### src/rtl/mem_pkg.sv
// Shared types and helpers for the round-robin memory arbiter.
// Channel state encoding and the wrapping consumer-index increment.
package mem_pkg;

  typedef enum logic [1:0] {
    StIdle      = 2'd0,
    StReadWait  = 2'd1,
    StWriteWait = 2'd2,
    StRelay     = 2'd3
  } ch_state_e;

  function automatic int unsigned wrap_inc(input int unsigned idx, input int unsigned n);
    return (idx + 32'd1 >= n) ? 32'd0 : idx + 32'd1;
  endfunction

endpackage

### src/rtl/rr_picker.sv
// Combinational round-robin selector: first requester at or after ptr_i,
// wrapping, that is not masked off by busy_i.
module rr_picker #(
  parameter int unsigned NumReq = 4,
  parameter int unsigned IdxW   = 2
) (
  input  logic [NumReq-1:0] req_i,
  input  logic [NumReq-1:0] busy_i,
  input  logic [IdxW-1:0]   ptr_i,
  output logic [IdxW-1:0]   gnt_idx_o,
  output logic              gnt_valid_o
);

  logic [NumReq-1:0] avail;

  assign avail = req_i & ~busy_i;

  // Walk from the farthest offset back to ptr_i so the nearest candidate wins.
  always_comb begin
    gnt_valid_o = 1'b0;
    gnt_idx_o   = '0;
    for (int unsigned i = NumReq; i > 0; i--) begin
      if (avail[(32'(ptr_i) + i - 32'd1) % NumReq]) begin
        gnt_valid_o = 1'b1;
        gnt_idx_o   = IdxW'((32'(ptr_i) + i - 32'd1) % NumReq);
      end
    end
  end

endmodule

### src/rtl/mem_arbiter_rr.sv
// Round-robin memory arbiter: NUM_CONSUMERS LSU requesters onto NUM_CHANNELS
// memory channels, each channel running its own IDLE/WAIT/RELAY handshake.
module mem_arbiter_rr
  import mem_pkg::*;
#(
  parameter int unsigned ADDR_BITS     = 8,
  parameter int unsigned DATA_BITS     = 8,
  parameter int unsigned NUM_CONSUMERS = 4,
  parameter int unsigned NUM_CHANNELS  = 1,
  parameter int unsigned WRITE_ENABLE  = 1
) (
  input  logic                               clk,
  input  logic                               reset,
  input  logic [NUM_CONSUMERS-1:0]           consumer_read_valid,
  input  logic [NUM_CONSUMERS*ADDR_BITS-1:0] consumer_read_addr,
  output logic [NUM_CONSUMERS-1:0]           consumer_read_ready,
  output logic [NUM_CONSUMERS*DATA_BITS-1:0] consumer_read_data,
  input  logic [NUM_CONSUMERS-1:0]           consumer_write_valid,
  input  logic [NUM_CONSUMERS*ADDR_BITS-1:0] consumer_write_addr,
  input  logic [NUM_CONSUMERS*DATA_BITS-1:0] consumer_write_data,
  output logic [NUM_CONSUMERS-1:0]           consumer_write_ready,
  output logic [NUM_CHANNELS-1:0]            mem_read_valid,
  output logic [NUM_CHANNELS*ADDR_BITS-1:0]  mem_read_addr,
  input  logic [NUM_CHANNELS-1:0]            mem_read_ready,
  input  logic [NUM_CHANNELS*DATA_BITS-1:0]  mem_read_data,
  output logic [NUM_CHANNELS-1:0]            mem_write_valid,
  output logic [NUM_CHANNELS*ADDR_BITS-1:0]  mem_write_addr,
  output logic [NUM_CHANNELS*DATA_BITS-1:0]  mem_write_data,
  input  logic [NUM_CHANNELS-1:0]            mem_write_ready
);

  localparam int unsigned IdxW = (NUM_CONSUMERS > 1) ? $clog2(NUM_CONSUMERS) : 1;
  localparam logic [NUM_CONSUMERS-1:0] OneHot0 = 1;

  ch_state_e                state_q [NUM_CHANNELS];
  logic [IdxW-1:0]          owner_q [NUM_CHANNELS];
  logic [NUM_CONSUMERS-1:0] busy_q;
  logic [IdxW-1:0]          rr_ptr_q;

  logic [NUM_CONSUMERS-1:0] req;
  logic [NUM_CONSUMERS-1:0] mask [NUM_CHANNELS+1];
  logic [IdxW-1:0]          gnt_idx [NUM_CHANNELS];
  logic [NUM_CHANNELS-1:0]  gnt_valid;
  logic [NUM_CHANNELS-1:0]  claim;

  assign req     = consumer_read_valid | ((WRITE_ENABLE != 0) ? consumer_write_valid : '0);
  assign mask[0] = busy_q;

  // Consumers claimed by lower channels this cycle are masked from higher ones.
  for (genvar c = 0; c < NUM_CHANNELS; c++) begin : g_ch
    rr_picker #(
      .NumReq (NUM_CONSUMERS),
      .IdxW   (IdxW)
    ) u_picker (
      .req_i       (req),
      .busy_i      (mask[c]),
      .ptr_i       (rr_ptr_q),
      .gnt_idx_o   (gnt_idx[c]),
      .gnt_valid_o (gnt_valid[c])
    );
    assign claim[c]  = (state_q[c] == StIdle) && gnt_valid[c];
    assign mask[c+1] = mask[c] | (claim[c] ? (OneHot0 << gnt_idx[c]) : '0);
  end

  always_ff @(posedge clk or negedge reset) begin
    if (!reset) begin
      for (int c = 0; c < NUM_CHANNELS; c++) begin
        state_q[c] <= StIdle;
        owner_q[c] <= '0;
      end
      busy_q               <= '0;
      rr_ptr_q             <= '0;
      consumer_read_ready  <= '0;
      consumer_read_data   <= '0;
      consumer_write_ready <= '0;
      mem_read_valid       <= '0;
      mem_read_addr        <= '0;
      mem_write_valid      <= '0;
      mem_write_addr       <= '0;
      mem_write_data       <= '0;
    end else begin
      for (int c = 0; c < NUM_CHANNELS; c++) begin
        unique case (state_q[c])
          StIdle: begin
            if (claim[c]) begin
              owner_q[c]          <= gnt_idx[c];
              busy_q[gnt_idx[c]]  <= 1'b1;
              rr_ptr_q            <= IdxW'(wrap_inc(32'(gnt_idx[c]), NUM_CONSUMERS));
              if (consumer_read_valid[gnt_idx[c]]) begin
                state_q[c]        <= StReadWait;
                mem_read_valid[c] <= 1'b1;
                mem_read_addr[c*ADDR_BITS +: ADDR_BITS] <=
                    consumer_read_addr[gnt_idx[c]*ADDR_BITS +: ADDR_BITS];
              end else if (WRITE_ENABLE != 0) begin
                state_q[c]         <= StWriteWait;
                mem_write_valid[c] <= 1'b1;
                mem_write_addr[c*ADDR_BITS +: ADDR_BITS] <=
                    consumer_write_addr[gnt_idx[c]*ADDR_BITS +: ADDR_BITS];
                mem_write_data[c*DATA_BITS +: DATA_BITS] <=
                    consumer_write_data[gnt_idx[c]*DATA_BITS +: DATA_BITS];
              end
            end
          end
          StReadWait: begin
            if (mem_read_ready[c]) begin
              consumer_read_data[owner_q[c]*DATA_BITS +: DATA_BITS] <=
                  mem_read_data[c*DATA_BITS +: DATA_BITS];
              consumer_read_ready[owner_q[c]] <= 1'b1;
              mem_read_valid[c]               <= 1'b0;
              state_q[c]                      <= StRelay;
            end
          end
          StWriteWait: begin
            if (mem_write_ready[c]) begin
              consumer_write_ready[owner_q[c]] <= 1'b1;
              mem_write_valid[c]               <= 1'b0;
              state_q[c]                       <= StRelay;
            end
          end
          StRelay: begin
            // The ready bit we raised tells us which valid must drop.
            if (consumer_read_ready[owner_q[c]] ? !consumer_read_valid[owner_q[c]]
                                                : !consumer_write_valid[owner_q[c]]) begin
              consumer_read_ready[owner_q[c]]  <= 1'b0;
              consumer_write_ready[owner_q[c]] <= 1'b0;
              busy_q[owner_q[c]]               <= 1'b0;
              state_q[c]                       <= StIdle;
            end
          end
        endcase
      end
    end
  end

endmodule

### config.mk
export PLATFORM = sky130hd
export DESIGN_NAME = mem_arbiter_rr
export DESIGN_NICKNAME = d
export VERILOG_FILES = /design/src/rtl/mem_pkg.sv /design/src/rtl/rr_picker.sv /design/src/rtl/mem_arbiter_rr.sv
export SDC_FILE = /design/constraint.sdc
export NUM_CORES = 1
export LEC_CHECK = 0
export ABC_AREA = 1
export BUFFER_PORTS_ARGS = -buffer_cell sky130_fd_sc_hd__buf_2
export CAP_MARGIN = 10
export CORE_MARGIN = 2
export CORE_UTILIZATION = 46
export CTS_BUF_LIST = sky130_fd_sc_hd__clkbuf_4 sky130_fd_sc_hd__clkbuf_8
export CTS_CLUSTER_DIAMETER = 30
export DETAILED_ROUTE_END_ITERATION = 6
export PLACE_DENSITY = 0.8
export REMOVE_ABC_BUFFERS = 1
export SLEW_MARGIN = 40
export SYNTH_ARGS = -nofsm -noshare
export SYNTH_HDL_FRONTEND = slang
export SYNTH_HIERARCHICAL = 1
export SYNTH_SLANG_ARGS = --single-unit
### constraint.sdc
create_clock -name clk -period 2.4 [get_ports clk]
set_input_delay 0.12 -clock clk [delete_from_list [all_inputs] [get_ports clk]]
set_output_delay 0.12 -clock clk [all_outputs]
set_load 0.01 [all_outputs]
==> load_flow_metrics.sql <==
INSERT INTO impl_metrics (metric_group, metric, value, unit) VALUES
('sta', 'totalNegativeSetupSlack', '0', 'ns'),
('pwr', 'cellLeakagePower', '3.02', 'nW'),
('worst_setup_path', 'slowest_delay', '0.47', 'ns'),
('clock_network', 'htree_levels', '3', ''),
('worst_setup_path', 'timing.critical_path.required', '2.63', 'ns'),
('clock_network', 'cts_buffers', '9', ''),
('global_route', 'globalRoute.totalOverflow', '0', ''),
('finish', 'sequential_cell_area', '1900', 'sq um'),
('routing', 'route.detailed.vias_per_inst', '5.43', ''),
('clock_network', 'clk_root_buffer_cell', 'sky130_fd_sc_hd__clkbuf_8', ''),
('die', 'floorplan.initialDensity', '46.8', '%'),
('pwr', 'max-vdd-ir-drop', '0.912', 'mV'),
('sta', 'hold_ws', '0.0601', 'ns'),
('global_route', 'grt_max_degree', '77', ''),
('pwr', 'sw_frac_of_total', '48.7', '%'),
('finish', 'synthToLayoutAreaGrowth', '28.8', '%'),
('pwr', 'pwr_density_cell', '1450', 'nW/um^2'),
('sta', 'hold_viol_final', '0', ''),
('global_route', 'grt_antenna_before_repair', '1', ''),
('sta', 'maxSlewHeadroom', '54.1', '%'),
('logic_synthesis', 'synthDistinctLibCells', '32', ''),
('clock_network', 'clkSinkCount', '76', ''),
('place', 'place.gp.congestion', '0.943', ''),
('routing', 'drt_pass1_iterations', '5', ''),
('worst_setup_path', 'end_kind', 'register', ''),
('global_route', 'global_route_met2_utilization', '41.8', '%'),
('sta', 'min_period_over_period', '94.1', '%'),
('sta', 'max_clock_freq', '443', 'MHz'),
('routing', 'final_antenna_net_count', '0', ''),
('place', 'place_inst', '851', ''),
('worst_setup_path', 'arrival', '2.49', 'ns'),
('finish', 'fin_area', '5810', 'sq um'),
('logic_synthesis', 'postSynthAreaPerCell', '8.15', 'sq um'),
('sta', 'timing.final.setup_violations', '0', ''),
('die', 'core_area', '9640', 'sq um'),
('clock_network', 'clock_insertion_delay_worst_skew', '0.35', 'ns'),
('finish', 'nets', '864', ''),
('hold_path', 'hold_class', 'input pin to register', ''),
('die', 'io-pin-count', '182', ''),
('pwr', 'intPower', '0.00432', 'W'),
('place', 'detailed_place.area', '5540', 'sq um'),
('sta', 'fin_crit_period', '2.26', 'ns'),
('clock_network', 'tritoncts', 'yes', ''),
('worst_setup_path', 'timing.setup.critical_path_class', 'register to register', ''),
('finish', 'multi_input_area', '2390', 'sq um'),
('clock_network', 'cts_max_path_buffers', '2', ''),
('routing', 'vias', '4721', ''),
('global_route', 'number_of_global_route_vias_before_repair', '4342', ''),
('routing', 'wl_per_cell', '14.8', 'um'),
('outcome', 'status', 'completed', ''),
('pwr', 'p_clk_share', '11.4', '%'),
('sta', 'timing_worst_slew_pin_value', '0.688', 'ns'),
('logic_synthesis', 'synth.yosys.warnings', '6', ''),
('finish', 'post_route_cells_drive_above_1_share', '34.9', '%'),
('pwr', 'net_load_switching_power', '0.00411', 'W'),
('logic_synthesis', 'synth-seq-cells', '76', ''),
('global_route', 'global_route.usage.met3', '5.36', '%'),
('flow_run', 'max-cap-violations', '0', ''),
('global_route', 'use_met1', '29.7', '%'),
('die', 'die_h', '103', 'um'),
('logic_synthesis', 'synth_edf_count', '0', ''),
('finish', 'final-instance-count-excl-fill', '870', ''),
('worst_setup_path', 'cpMostUsedCell', 'sky130_fd_sc_hd__nand2_1', ''),
('routing', 'drt_iter0_markers', '252', ''),
('worst_setup_path', 'critical_path.cell_chain', 'buf_4 > nand3_1 > nand2_1 > nand2_1 > nand2_1 > nand2_1 > nand2_1 > nand2_1 > nand2_4 > inv_4 > nand2_2 > nand3_4 > nand2_8 > nand2_8 > mux2_2', ''),
('logic_synthesis', 'mapped_cell_area', '4510', 'sq um'),
('sta', 'final_max_tran_viols', '0', ''),
('global_route', 'grt_pass1_wl', '20.1', 'mm'),
('routing', 'detail_route.drc_violations', '0', ''),
('logic_synthesis', 'ys_seq_area_share', '42.2', '%'),
('logic_synthesis', 'synth_cells', '553', '');
-- critical path: cells and delay by family, from the launching register on --
kind,cells,cell delay (ns)
DFF,1,0.47
and+or+nand+nor,12,1.06
muxes,1,0.34
buffers and inverters,2,0.26
-- power groups by stage --
stage          clock (W)  sequential [W]  combinational, W
2_1_floorplan          0         0.00224           0.00351
3_3_place_gp           0         0.00205           0.00493
3_5_place_dp           0         0.00207           0.00515
4_1_cts         0.000985         0.00205           0.00519
5_1_grt          0.00104         0.00210           0.00604
6_report        0.000964         0.00205           0.00542
-- cells in the mapped netlist (5+ instances only) --
cell type	n	share of area [%]
sky130_fd_sc_hd__dfrtp_1	76	42
sky130_fd_sc_hd__o21ai_0	117	13
sky130_fd_sc_hd__nand3_1	38	4.2
sky130_fd_sc_hd__clkbuf_1	18	1.5
sky130_fd_sc_hd__nor2_1	57	4.7
sky130_fd_sc_hd__or2_2	6	0.83
sky130_fd_sc_hd__nand2_1	95	7.9
sky130_fd_sc_hd__mux2_2	15	3.7
sky130_fd_sc_hd__inv_2	5	0.42
sky130_fd_sc_hd__nand4_1	18	2.5
sky130_fd_sc_hd__o22ai_1	24	3.3
sky130_fd_sc_hd__mux2_4	9	3.0
sky130_fd_sc_hd__ha_1	16	4.4
sky130_fd_sc_hd__inv_1	25	2.1
-- cell type report --
type,instances,area share (%)
timing repair buffer,194,17.8
antenna,1,0.0431
sequential,76,32.8
inverter,32,2.13
clock inverter,5,0.905
tap,133,2.87
multi-input combinational,419,41.1
clock buffer,10,2.37
-- final timing paths --
check	startpoint	endpoint	slack, ns	cells past startpoint
worst max-delay path	rr_ptr_q[0]$_DFFE_PN0P_	mem_write_data[5]$_DFFE_PN0P_	0.14	15
worst min-delay path	mem_read_data[3]	consumer_read_data[19]$_DFFE_PN0P_	0.06	3
worst max register to register	rr_ptr_q[0]$_DFFE_PN0P_	mem_write_data[5]$_DFFE_PN0P_	0.14	15
worst min register to register	mem_write_valid$_DFFE_PN0P_	mem_write_valid$_DFFE_PN0P_	0.50	2
max in group asynchronous	reset	rr_ptr_q[0]$_DFFE_PN0P_	1.51	2
min in group asynchronous	reset	consumer_read_data[6]$_DFFE_PN0P_	0.34	2
-- per-layer routing --
metal / vias up / share of wire [%] / routed length [um]
li1: 2271 / - / -
met1: 2160 / 39 / 5060
met2: 255 / 50 / 6450
met3: 35 / 8.3 / 1060
met4: 0 / 2.5 / 316
met5: - / 0 / 0
-- cell usage in the layout (no fill, tap or decap), types with 3 or more instances in the layout --
cell / n
sky130_fd_sc_hd__buf_2: 180
sky130_fd_sc_hd__o21ai_0: 114
sky130_fd_sc_hd__nand2_1: 94
sky130_fd_sc_hd__dfrtp_1: 75
sky130_fd_sc_hd__nor2_1: 57
sky130_fd_sc_hd__nand3_1: 38
sky130_fd_sc_hd__inv_1: 25
sky130_fd_sc_hd__o22ai_1: 24
sky130_fd_sc_hd__nand4_1: 18
sky130_fd_sc_hd__ha_1: 16
sky130_fd_sc_hd__mux2_2: 15
sky130_fd_sc_hd__clkbuf_8: 10
sky130_fd_sc_hd__buf_4: 10
sky130_fd_sc_hd__mux2_4: 9
sky130_fd_sc_hd__o21ai_1: 7
sky130_fd_sc_hd__or2_2: 6
sky130_fd_sc_hd__inv_2: 4
sky130_fd_sc_hd__a21oi_1: 4
sky130_fd_sc_hd__clkinv_2: 4
sky130_fd_sc_hd__nand2_2: 3
sky130_fd_sc_hd__nand3_4: 3
sky130_fd_sc_hd__nand2_8: 3
-- kinds of logic after synthesis --
logic type               synth area share, %
AND/OR/NAND/NOR                         22.5
adder cells (fa/ha/maj)                 4.44
XOR/XNOR                               0.389
buffers and inverters                   5.83
AO/OA/AOI/OAI                           17.9
flip-flops                              42.2
multiplexers                            6.75
-- stage by stage --
step                util, %  total power (W)  setup WS (ns)
finish                 60.2          0.00843          0.142
global route           60.2          0.00919       -0.00738
CTS                    59.6          0.00823         0.0411
detailed placement     57.5          0.00721         -0.118
global placement       57.4          0.00698         0.0482
floorplan                 -          0.00575         -0.997
-- repair_timing --
action                     4_1_cts  5_1_grt
gates cloned                     0        1
buffers inserted                 0        1
pin swaps                        0        2
setup endpoints to repair       25       26
resized for setup                2       12
hold endpoints to repair        76        0
hold buffers                     1        0
Power figures use the tool's default switching activity.
